File: src/rtl/voting_pkg.sv
// Shared types and width helpers for the ballot controller and its timeout counter.
// Pure declarations; no logic or storage lives here.
package voting_pkg;

    typedef enum logic [2:0] {
        IDLE     = 3'd0,
        WAIT_ACK = 3'd1,
        WAIT_REL = 3'd2,
        TALLY    = 3'd3,
        DONE     = 3'd4
    } state_e;

    localparam int N_VOTERS_DEF = 5;
    localparam int MAJ          = N_VOTERS_DEF / 2 + 1;

    // Ceiling log2; clog2(1) is 0.
    function automatic int clog2(input int v);
        int r;
        r = 0;
        for (int x = v - 1; x > 0; x = x >> 1) r++;
        return r;
    endfunction

    // Bits needed to hold values 0..v-1, never less than one.
    function automatic int width_for(input int v);
        return (clog2(v) < 1) ? 1 : clog2(v);
    endfunction

    function automatic int majority(input int n);
        return n / 2 + 1;
    endfunction

endpackage

File: src/rtl/voting_ballot_ctrl_if.sv
// Ballot bus between the controller (master) and the voter stations / result logic (slave).
// Carries the 4-phase req/ack pairs, the vote lines and the result outputs.
interface voting_ballot_ctrl_if #(
    parameter int N_VOTERS = 5,
    parameter int CNT_W    = 4
);
    logic                start;
    logic [N_VOTERS-1:0] vote_req;
    logic [N_VOTERS-1:0] vote_ack;
    logic [N_VOTERS-1:0] vote_val;
    logic                busy;
    logic                done;
    logic                pass;
    logic [CNT_W-1:0]    yes_cnt;
    logic [N_VOTERS-1:0] resp_mask;
    logic                tmo_err;

    modport master (
        input  start, vote_ack, vote_val,
        output vote_req, busy, done, pass, yes_cnt, resp_mask, tmo_err
    );

    modport slave (
        output start, vote_ack, vote_val,
        input  vote_req, busy, done, pass, yes_cnt, resp_mask, tmo_err
    );
endinterface

File: src/rtl/voting_tmo_timer.sv
// Clearable saturating wait counter; o_hit flags the last permitted cycle (TMO_CYC-1).
// Clear has priority over enable; the count parks at the limit instead of wrapping.
module voting_tmo_timer
    import voting_pkg::*;
#(
    parameter int TMO_CYC = 255
) (
    input  logic clk,
    input  logic rst_n,
    input  logic i_clr,
    input  logic i_en,
    output logic o_hit
);
    localparam int            TW    = width_for(TMO_CYC);
    localparam logic [TW-1:0] LIMIT = TW'(TMO_CYC - 1);

    logic [TW-1:0] r_cnt;

    always_ff @(posedge clk) begin
        if (!rst_n) begin
            r_cnt <= '0;
        end else if (i_clr) begin
            r_cnt <= '0;
        end else if (i_en && (r_cnt != LIMIT)) begin
            r_cnt <= r_cnt + TW'(1);
        end
    end

    assign o_hit = (r_cnt == LIMIT);

endmodule

File: src/rtl/voting_ballot_ctrl.sv
// Polls N voter stations in turn over 4-phase req/ack, tallies yes votes, pulses done with a strict-majority result.
// Two cycles per zero-wait station plus TALLY and DONE; slow stations stall the poll up to TMO_CYC cycles per ack edge.
module voting_ballot_ctrl
    import voting_pkg::*;
#(
    parameter int N_VOTERS = N_VOTERS_DEF,
    parameter int TMO_CYC  = 255,
    parameter int CNT_W    = 4
) (
    input  logic                 clk,
    input  logic                 rst_n,
    voting_ballot_ctrl_if.master vb
);
    localparam int                  IDX_W    = width_for(N_VOTERS);
    localparam logic [IDX_W-1:0]    LAST_IDX = IDX_W'(N_VOTERS - 1);
    localparam logic [CNT_W-1:0]    MAJ_CNT  = CNT_W'(majority(N_VOTERS));

    localparam logic [2:0] S_IDLE     = IDLE;
    localparam logic [2:0] S_WAIT_ACK = WAIT_ACK;
    localparam logic [2:0] S_WAIT_REL = WAIT_REL;
    localparam logic [2:0] S_TALLY    = TALLY;
    localparam logic [2:0] S_DONE     = DONE;

    logic [2:0]          r_state;
    logic [IDX_W-1:0]    r_idx;
    logic [CNT_W-1:0]    r_yes;
    logic [N_VOTERS-1:0] r_mask;
    logic                r_tmo;
    logic                r_pass;
    logic                r_done;

    logic                w_ack_sel;
    logic                w_val_sel;
    logic                w_tmr_hit;
    logic                w_wait;
    logic                w_leave;
    logic                w_tmr_clr;
    logic                w_last;
    logic [N_VOTERS-1:0] w_req;

    assign w_ack_sel = vb.vote_ack[r_idx];
    assign w_val_sel = vb.vote_val[r_idx];
    assign w_last    = (r_idx == LAST_IDX);
    assign w_wait    = (r_state == S_WAIT_ACK) || (r_state == S_WAIT_REL);

    // Any exit from a wait phase restarts the timer so each ack edge gets a full budget.
    assign w_leave   = ((r_state == S_WAIT_ACK) && (w_ack_sel || w_tmr_hit)) ||
                       ((r_state == S_WAIT_REL) && (!w_ack_sel || w_tmr_hit));
    assign w_tmr_clr = !w_wait || w_leave;

    voting_tmo_timer #(
        .TMO_CYC (TMO_CYC)
    ) u_tmo_timer (
        .clk   (clk),
        .rst_n (rst_n),
        .i_clr (w_tmr_clr),
        .i_en  (w_wait),
        .o_hit (w_tmr_hit)
    );

    always_ff @(posedge clk) begin
        if (!rst_n) begin
            r_state <= S_IDLE;
            r_idx   <= '0;
            r_yes   <= '0;
            r_mask  <= '0;
            r_tmo   <= 1'b0;
            r_pass  <= 1'b0;
            r_done  <= 1'b0;
        end else begin
            r_done <= 1'b0;
            case (r_state)
                S_IDLE, S_DONE: begin
                    if (vb.start) begin
                        r_yes   <= '0;
                        r_mask  <= '0;
                        r_tmo   <= 1'b0;
                        r_pass  <= 1'b0;
                        r_idx   <= '0;
                        r_state <= S_WAIT_ACK;
                    end
                end
                S_WAIT_ACK: begin
                    if (w_ack_sel) begin
                        r_yes         <= r_yes + CNT_W'(w_val_sel);
                        r_mask[r_idx] <= 1'b1;
                        r_state       <= S_WAIT_REL;
                    end else if (w_tmr_hit) begin
                        // Silent station counts as a no vote; move straight on.
                        r_tmo <= 1'b1;
                        if (w_last) begin
                            r_state <= S_TALLY;
                        end else begin
                            r_idx   <= r_idx + IDX_W'(1);
                            r_state <= S_WAIT_ACK;
                        end
                    end
                end
                S_WAIT_REL: begin
                    if (!w_ack_sel || w_tmr_hit) begin
                        if (w_ack_sel) r_tmo <= 1'b1;
                        if (w_last) begin
                            r_state <= S_TALLY;
                        end else begin
                            r_idx   <= r_idx + IDX_W'(1);
                            r_state <= S_WAIT_ACK;
                        end
                    end
                end
                S_TALLY: begin
                    r_pass  <= (r_yes >= MAJ_CNT);
                    r_done  <= 1'b1;
                    r_state <= S_DONE;
                end
                default: begin
                    r_state <= S_IDLE;
                end
            endcase
        end
    end

    // Request is decoded from registered state, so a reset edge drops it immediately.
    always_comb begin
        w_req = '0;
        if (r_state == S_WAIT_ACK) w_req[r_idx] = 1'b1;
    end

    assign vb.vote_req  = w_req;
    assign vb.busy      = w_wait || (r_state == S_TALLY);
    assign vb.done      = r_done;
    assign vb.pass      = r_pass;
    assign vb.yes_cnt   = r_yes;
    assign vb.resp_mask = r_mask;
    assign vb.tmo_err   = r_tmo;

endmodule
File: src/flat_wrapper.sv
// flat-port wrapper written by rule: the top's interface ports become plain ports
module voting_ballot_ctrl_flat import voting_pkg::*;
#(
    parameter int N_VOTERS = N_VOTERS_DEF,
    parameter int TMO_CYC  = 255,
    parameter int CNT_W    = 4
)
  (clk, rst_n, vb_start, vb_vote_ack, vb_vote_val, vb_vote_req, vb_busy, vb_done, vb_pass, vb_yes_cnt, vb_resp_mask, vb_tmo_err);
  voting_ballot_ctrl_if #(.N_VOTERS(N_VOTERS), .CNT_W(CNT_W)) vb_i ();
  input  logic clk;
  input  logic rst_n;
  input wire logic [$bits(vb_i.start)-1:0] vb_start;
  input wire logic [$bits(vb_i.vote_ack)-1:0] vb_vote_ack;
  input wire logic [$bits(vb_i.vote_val)-1:0] vb_vote_val;
  output wire logic [$bits(vb_i.vote_req)-1:0] vb_vote_req;
  output wire logic [$bits(vb_i.busy)-1:0] vb_busy;
  output wire logic [$bits(vb_i.done)-1:0] vb_done;
  output wire logic [$bits(vb_i.pass)-1:0] vb_pass;
  output wire logic [$bits(vb_i.yes_cnt)-1:0] vb_yes_cnt;
  output wire logic [$bits(vb_i.resp_mask)-1:0] vb_resp_mask;
  output wire logic [$bits(vb_i.tmo_err)-1:0] vb_tmo_err;
  assign vb_i.start = vb_start;
  assign vb_i.vote_ack = vb_vote_ack;
  assign vb_i.vote_val = vb_vote_val;
  assign vb_vote_req = vb_i.vote_req;
  assign vb_busy = vb_i.busy;
  assign vb_done = vb_i.done;
  assign vb_pass = vb_i.pass;
  assign vb_yes_cnt = vb_i.yes_cnt;
  assign vb_resp_mask = vb_i.resp_mask;
  assign vb_tmo_err = vb_i.tmo_err;
  voting_ballot_ctrl #(.N_VOTERS(N_VOTERS), .TMO_CYC(TMO_CYC), .CNT_W(CNT_W)) u_core (.clk(clk), .rst_n(rst_n), .vb(vb_i));
endmodule
File: config.mk
export PLATFORM = sky130hd
export DESIGN_NAME = voting_ballot_ctrl_flat
export DESIGN_NICKNAME = d
export VERILOG_FILES = /design/src/rtl/voting_pkg.sv /design/src/rtl/voting_ballot_ctrl_if.sv /design/src/rtl/voting_tmo_timer.sv /design/src/rtl/voting_ballot_ctrl.sv /design/src/flat_wrapper.sv
export SDC_FILE = /design/constraint.sdc
export NUM_CORES = 1
export LEC_CHECK = 0
export ABC_AREA = 1
export BUFFER_PORTS_ARGS = -buffer_cell sky130_fd_sc_hd__buf_2
export CORE_MARGIN = 2
export CORE_UTILIZATION = 35
export CTS_BUF_LIST = sky130_fd_sc_hd__clkbuf_4 sky130_fd_sc_hd__clkbuf_8
export DETAILED_ROUTE_END_ITERATION = 8
export PLACE_DENSITY_LB_ADDON = 0.1
export SYNTH_ARGS = -nofsm -noshare
export SYNTH_HDL_FRONTEND = slang
export SYNTH_SLANG_ARGS = --single-unit
File: constraint.sdc
create_clock -name clk -period 1.9 [get_ports clk]
set_clock_uncertainty 0.15 [all_clocks]
set_input_delay 0.285 -clock clk [delete_from_list [all_inputs] [get_ports clk]]
set_output_delay 0.285 -clock clk [all_outputs]
set_load 0.01 [all_outputs]
* After elaboration in Yosys (flattened, before gate mapping)
Index checks and enable logic that the tools add are counted.
Storage, ports and cells: bits of input ports 13, flip-flop bits (word level) 26, output and inout bits 18, word-level logic and storage cells 86
Operators by class: reduce and logical (&&, ||, !) cells 23, bitwise gates (word level) 2, multiplexer cells 33, order comparisons 3, eq/ne operators 14, add/subtract/negate cells 3
Operator list (count):
- $mux 3 | 9
- $mux 5 | 3
- $pmux 3 s4 | 1
- $pmux 5 s2 | 1
- $mux 1 | 9
- $pmux 3 s3 | 1
- $add 8x1->8 const B | 1
- $eq 8x8->1 const B | 1
- $mux 4 | 2
- $ne 8x8->1 const B | 1
- $pmux 4 s2 | 1
- $bmux 1 s3 | 2
- $eq 3x2->1 const B | 2
- $eq 3x3->1 const B | 2
- $logic_or 1x1->1 | 6
- $ne 2x1->1 const B | 3
- $ne 2x2->1 const B | 3
- $reduce_and 3->1 | 2
- $reduce_and 6->1 | 1
- $or 5x5->5 | 1
- $reduce_and 5->1 | 1
- $add 4x1->4 | 1
- $ge 4x2->1 const B | 1
- $logic_and 1x1->1 | 4
- 16 further kinds | 19

* Depth between registers and ports, before layout
word-level depth 8, gate-level depth with buffers 13, gate-level depth less buffers 12

* Hierarchy
From an unflattened synthesis, not the netlist that was laid out.
Second synthesis, totals: cells, all modules 222, area total of the unflattened synthesis 1574.0 um^2
Modules (own cells, without submodules):
- voting_ballot_ctrl | sequential area each 360.3 um^2, cells each 152, area an instance 1092.3 um^2, instances 1
- voting_tmo_timer | sequential area each 160.2 um^2, cells each 70, area an instance 481.7 um^2, instances 1

* Worst setup path before layout
OpenSTA, ideal clock, no wires.
path kind register -> register, from register u_core.r_idx[1], to register u_core.r_yes[2] (netlist: u_core.vb.yes_cnt[2]), buffers on the path 1, stages on the path, launching flop included 13, data arrival time 1644 ps, library setup time 123 ps, slack -17 ps, data required time 1627 ps, clock period less this slack 1917 ps, path through dfxtp_1 -> buf_6 -> nor2_1 -> inv_1 -> nor2_1 -> nand2_1 -> nand3_1 -> a221o_1 -> ha_1 -> ha_1 -> xor2_1 -> nand3_1 -> a21oi_2
Between the ends: word-level cells in the longest chain between the ends 5, elaborated cells on any way between the ends 9, those cells by class add/sub: 1; eq/ne: 1; mux: 6; reduce/logical: 1
Ends and longest elaborated chain:
- from (decl) | RTL line voting_ballot_ctrl.sv:25 | logic [IDX_W-1:0] r_idx;
- from (signal assigned) | RTL line voting_ballot_ctrl.sv:94 | r_idx <= r_idx + IDX_W'(1);
- from (signal assigned) | RTL line voting_ballot_ctrl.sv:105 | r_idx <= r_idx + IDX_W'(1);
- $bmux 1 s3 | RTL line voting_ballot_ctrl.sv:42 | assign w_val_sel = vb.vote_val[r_idx];
- $mux 1 (not written as such) | RTL line voting_ballot_ctrl.sv:42
- $add 4x1->4 | RTL line voting_ballot_ctrl.sv:85 | r_yes <= r_yes + CNT_W'(w_val_sel);
- $mux 4 | RTL line voting_ballot_ctrl.sv:84 | if (w_ack_sel) begin
- $pmux 4 s2 | RTL line voting_ballot_ctrl.sv:72 | case (r_state)
- to (signal assigned) | RTL line voting_ballot_ctrl.sv:85
- to (decl) | RTL line voting_ballot_ctrl.sv:26 | logic [CNT_W-1:0] r_yes;
Several ways; a longest one is shown, not always the timed one. The select of a mux whose other input is x is not followed. A chain may end at the register's enable or synchronous reset.

* Worst setup path in the final report
Ends and elaborated chain as after synthesis.

==> reports/metrics.csv <==
stage,metric,value,unit
status,status,finished clean,
min_path,Hold Path Stages,3,
drt,met2 wire length,1530,um
final_layout,Nets,280,
sta,final setup fails,0,
final_layout,synth-to-layout area growth,31.3,%
placed_design,placed insts,306,
cts,clk_lat worst skew,0.28,ns
logic_synthesis,top-area cell type share of the netlist area,33.3,%
worst_setup_path,Worst EP arrival,1.95,ns
worst_setup_path,reg2reg end,u_core.vb.yes_cnt[2]$_SDFFE_PN0P_,
worst_setup_path,worst path required time,1.96,ns
floorplan,Starting Density,36.2,%
final_layout,"most common cell after layout, fill and taps aside",nand2_1,
drt,Metal-1 WL,1870,um
global_routing,pin count of the biggest net entering global routing,16,
logic_synthesis,"Warnings, synthesis",0,
logic_synthesis,top post-synthesis cells by area,"dfxtp_1, nand2_1, nor2_1",
logic_synthesis,syn avg cell area,7.42,um2
drt,routed wl met3,103,um
placed_design,placer congestion estimate,0.800,
power_and_ir_drop,Tot Pwr,2.95,mW
worst_setup_path,worst r2r src,u_core.r_idx[1]$_SDFFE_PN0P_,
sta,hold_ws,0.160,ns
worst_setup_path,Crit Path Category,flip-flop to flip-flop,
drt,ANT nets after route,0,
sta,total negative slack,0,ns
min_path,Hold Startpoint,rst_n,
floorplan,Die Wd,70.9,um
cts,CTS tree,yes,
worst_setup_path,Startpoint Class,flip-flop,
drt,DR iter-0 viols,47,
cts,total CTS buffers,3,
min_path,worst hold path type,input port to flip-flop,
logic_synthesis,Synth area leader,dfxtp_1,
floorplan,Site Rows,24,
floorplan,Die Ht,70.9,um
placed_design,DP Wirelength,2830,um
final_layout,most frequent cells in the layout,"nand2_1, nor2_1, buf_2, inv_1, dfxtp_1",
sta,Fmax,528,MHz
drt,routed len/inst,11.4,um
logic_synthesis,syn nets,230,
drt,Max Used Layer,met4,
floorplan,Die ar.,5020,um2
min_path,hold endpoint,u_core.r_idx[2]$_SDFFE_PN0P_,
logic_synthesis,sequential area share after synthesis,33.3,%
power_and_ir_drop,Peak VDD IR,512,uV
global_routing,Total GRT Usage,14.8,%
worst_setup_path,R2R Setup Slk,0.005,ns
logic_synthesis,Gate Count Post-Synth,211,
logic_synthesis,synth unique cells,32,
sta,Worst-Margin Slew,0.314,ns
global_routing,first-pass GRT wire length,6020,um
power_and_ir_drop,pwr/cell area,1440,nW/um2
sta,"Hold Vio Cnt, Final",0,
job,max-capacitance violation count,0,
logic_synthesis,"flops & latches, synth",26,
placed_design,IO Port Bufs,30,
final_layout,n_diodes,0,
global_routing,grt total ovfl,0,
sta,Tcrit/Tclk final,99.8,%
cts,clock tree root driver cell,clkbuf_8,
final_layout,Layout Cells excl Fill,312,
cts,"CTS clk-pin slew, worst paths",0.09,ns
drt,1st-pass router iterations,4,
global_routing,vias in the first global route,1316,
cts,clk sinks,26,
sta,max_slew headroom,79.1,%
worst_setup_path,crit path from,u_core.r_idx[1]$_SDFFE_PN0P_,
global_routing,initial antenna violation count,0,
drt,via count,1438,
drt,DR DRC count,0,
worst_setup_path,Crit. End Element,flip-flop,
floorplan,Top Ports,31,
sta,RSZ-0062 raised after global routing,yes,
floorplan,Core Area,4320,um2
final_layout,layout cells sized above 1,38.8,%
drt,total routed wirelength,3550,um
worst_setup_path,worst-case reg-to-reg path depth,11,
worst_setup_path,Crit Path Max Fanout,4,
sta,post-route minimum period,1.90,ns
drt,routed vias/inst,4.61,
power_and_ir_drop,LEAKAGE,0.957,nW
cts,hold_buf cts,0,
cts,CTS Buffer Depth,2,
sta,fin. max-slew vios,0,
cts,CTS H-tree lvls,1,
logic_synthesis,Mapped Area,1570,um2
==> layout make-up <==
class | instances | area, um2
sequential | 26 | 532
inverter | 32 | 134
fill | 451 | 2270
clock buffer | 3 | 41.3
multi-input combinational | 151 | 971
tap | 52 | 65.1
clock inverter | 1 | 30.0
timing repair buffer | 47 | 282
==> kinds of logic after synthesis <==
family                   share of synthesized area, %
buffers and inverters                            9.83
adder cells (fa/ha/maj)                          4.80
flip-flops                                       33.3
AO/OA/AOI/OAI                                    8.15
XOR/XNOR                                         2.24
AND/OR/NAND/NOR                                  41.7
==> where the power goes <==
group	total, mW	internal, mW	switching [mW]
logic	1.71	0.735	0.975
registers	0.774	0.655	0.119
clock network	0.465	0.282	0.183
total	2.95	1.67	1.28
==> critical path, cell delays in order, from the launching register on <==
cell and delay (ns):
dfxtp_4 0.37, buf_6 0.13, nand3_4 0.06, inv_2 0.04
nand2_2 0.06, nand3_2 0.05, a221o_1 0.30, ha_4 0.18
ha_4 0.15, xor2_1 0.12, nand3_1 0.09, a21oi_2 0.13
==> state kept, by name, summed over array words and instances (netlist names) <==
signal	count
u_core.vb.pass	1
u_core.u_tmo_timer.r_cnt	8
u_core.vb.tmo_err	1
u_core.r_idx	3
u_core.vb.done	1
u_core.vb.yes_cnt	4
u_core.r_state	3
u_core.vb.resp_mask	5
==> repair_timing <==
item                                    in CTS  in global routing
hold endpoints to repair                     0                  0
cloned                                       0                  0
endpoints found under the setup margin       3                  3
setup buffers                                0                  2
resized for setup                            5                 20
pin swaps                                    1                  6
==> stage by stage <==
stage / util, % / worst slack, ns / area (um2)
2_1_floorplan: - / 0.000340 / 1570
3_3_place_gp: 43.3 / -0.0260 / 1870
3_5_place_dp: 43.3 / -0.0606 / 1870
4_1_cts: 45.3 / -0.0107 / 1960
5_1_grt: 47.5 / -0.0762 / 2050
6_report: 47.5 / 0.00466 / 2050
==> synthesized netlist by cell type, drive strengths merged <==
cell type / instances
a21oi: 14
a221o: 1
a31oi: 2
buf: 2
clkinv: 1
dfxtp: 26
ha: 6
inv: 31
nand2: 45
nand3: 20
nand4: 5
nor2: 40
nor3: 6
nor3b: 2
nor4: 1
o21a: 1
o21ai: 4
xnor2: 1
xor2: 3
==> per-layer routing <==
metal / up-vias / global-route usage [%]
li1: 773 / -
met1: 637 / 21.8
met2: 23 / 21.9
met3: 5 / 3.13
met4: 0 / 3.77
met5: - / 0
==> worst max path at each step <==
stage               cells past startpoint                           endpoint  slack (ns)
detailed placement                     11  u_core.vb.yes_cnt[2]$_SDFFE_PN0P_       -0.06
global route                           11  u_core.vb.yes_cnt[2]$_SDFFE_PN0P_       -0.08
finish                                 11  u_core.vb.yes_cnt[2]$_SDFFE_PN0P_       0.005
floorplan                              12  u_core.vb.yes_cnt[2]$_SDFFE_PN0P_      0.0003
CTS                                    11  u_core.vb.yes_cnt[2]$_SDFFE_PN0P_       -0.01
global placement                       11  u_core.vb.yes_cnt[3]$_SDFFE_PN0P_       -0.03
Note: power is estimated with default switching activity, not from simulation.
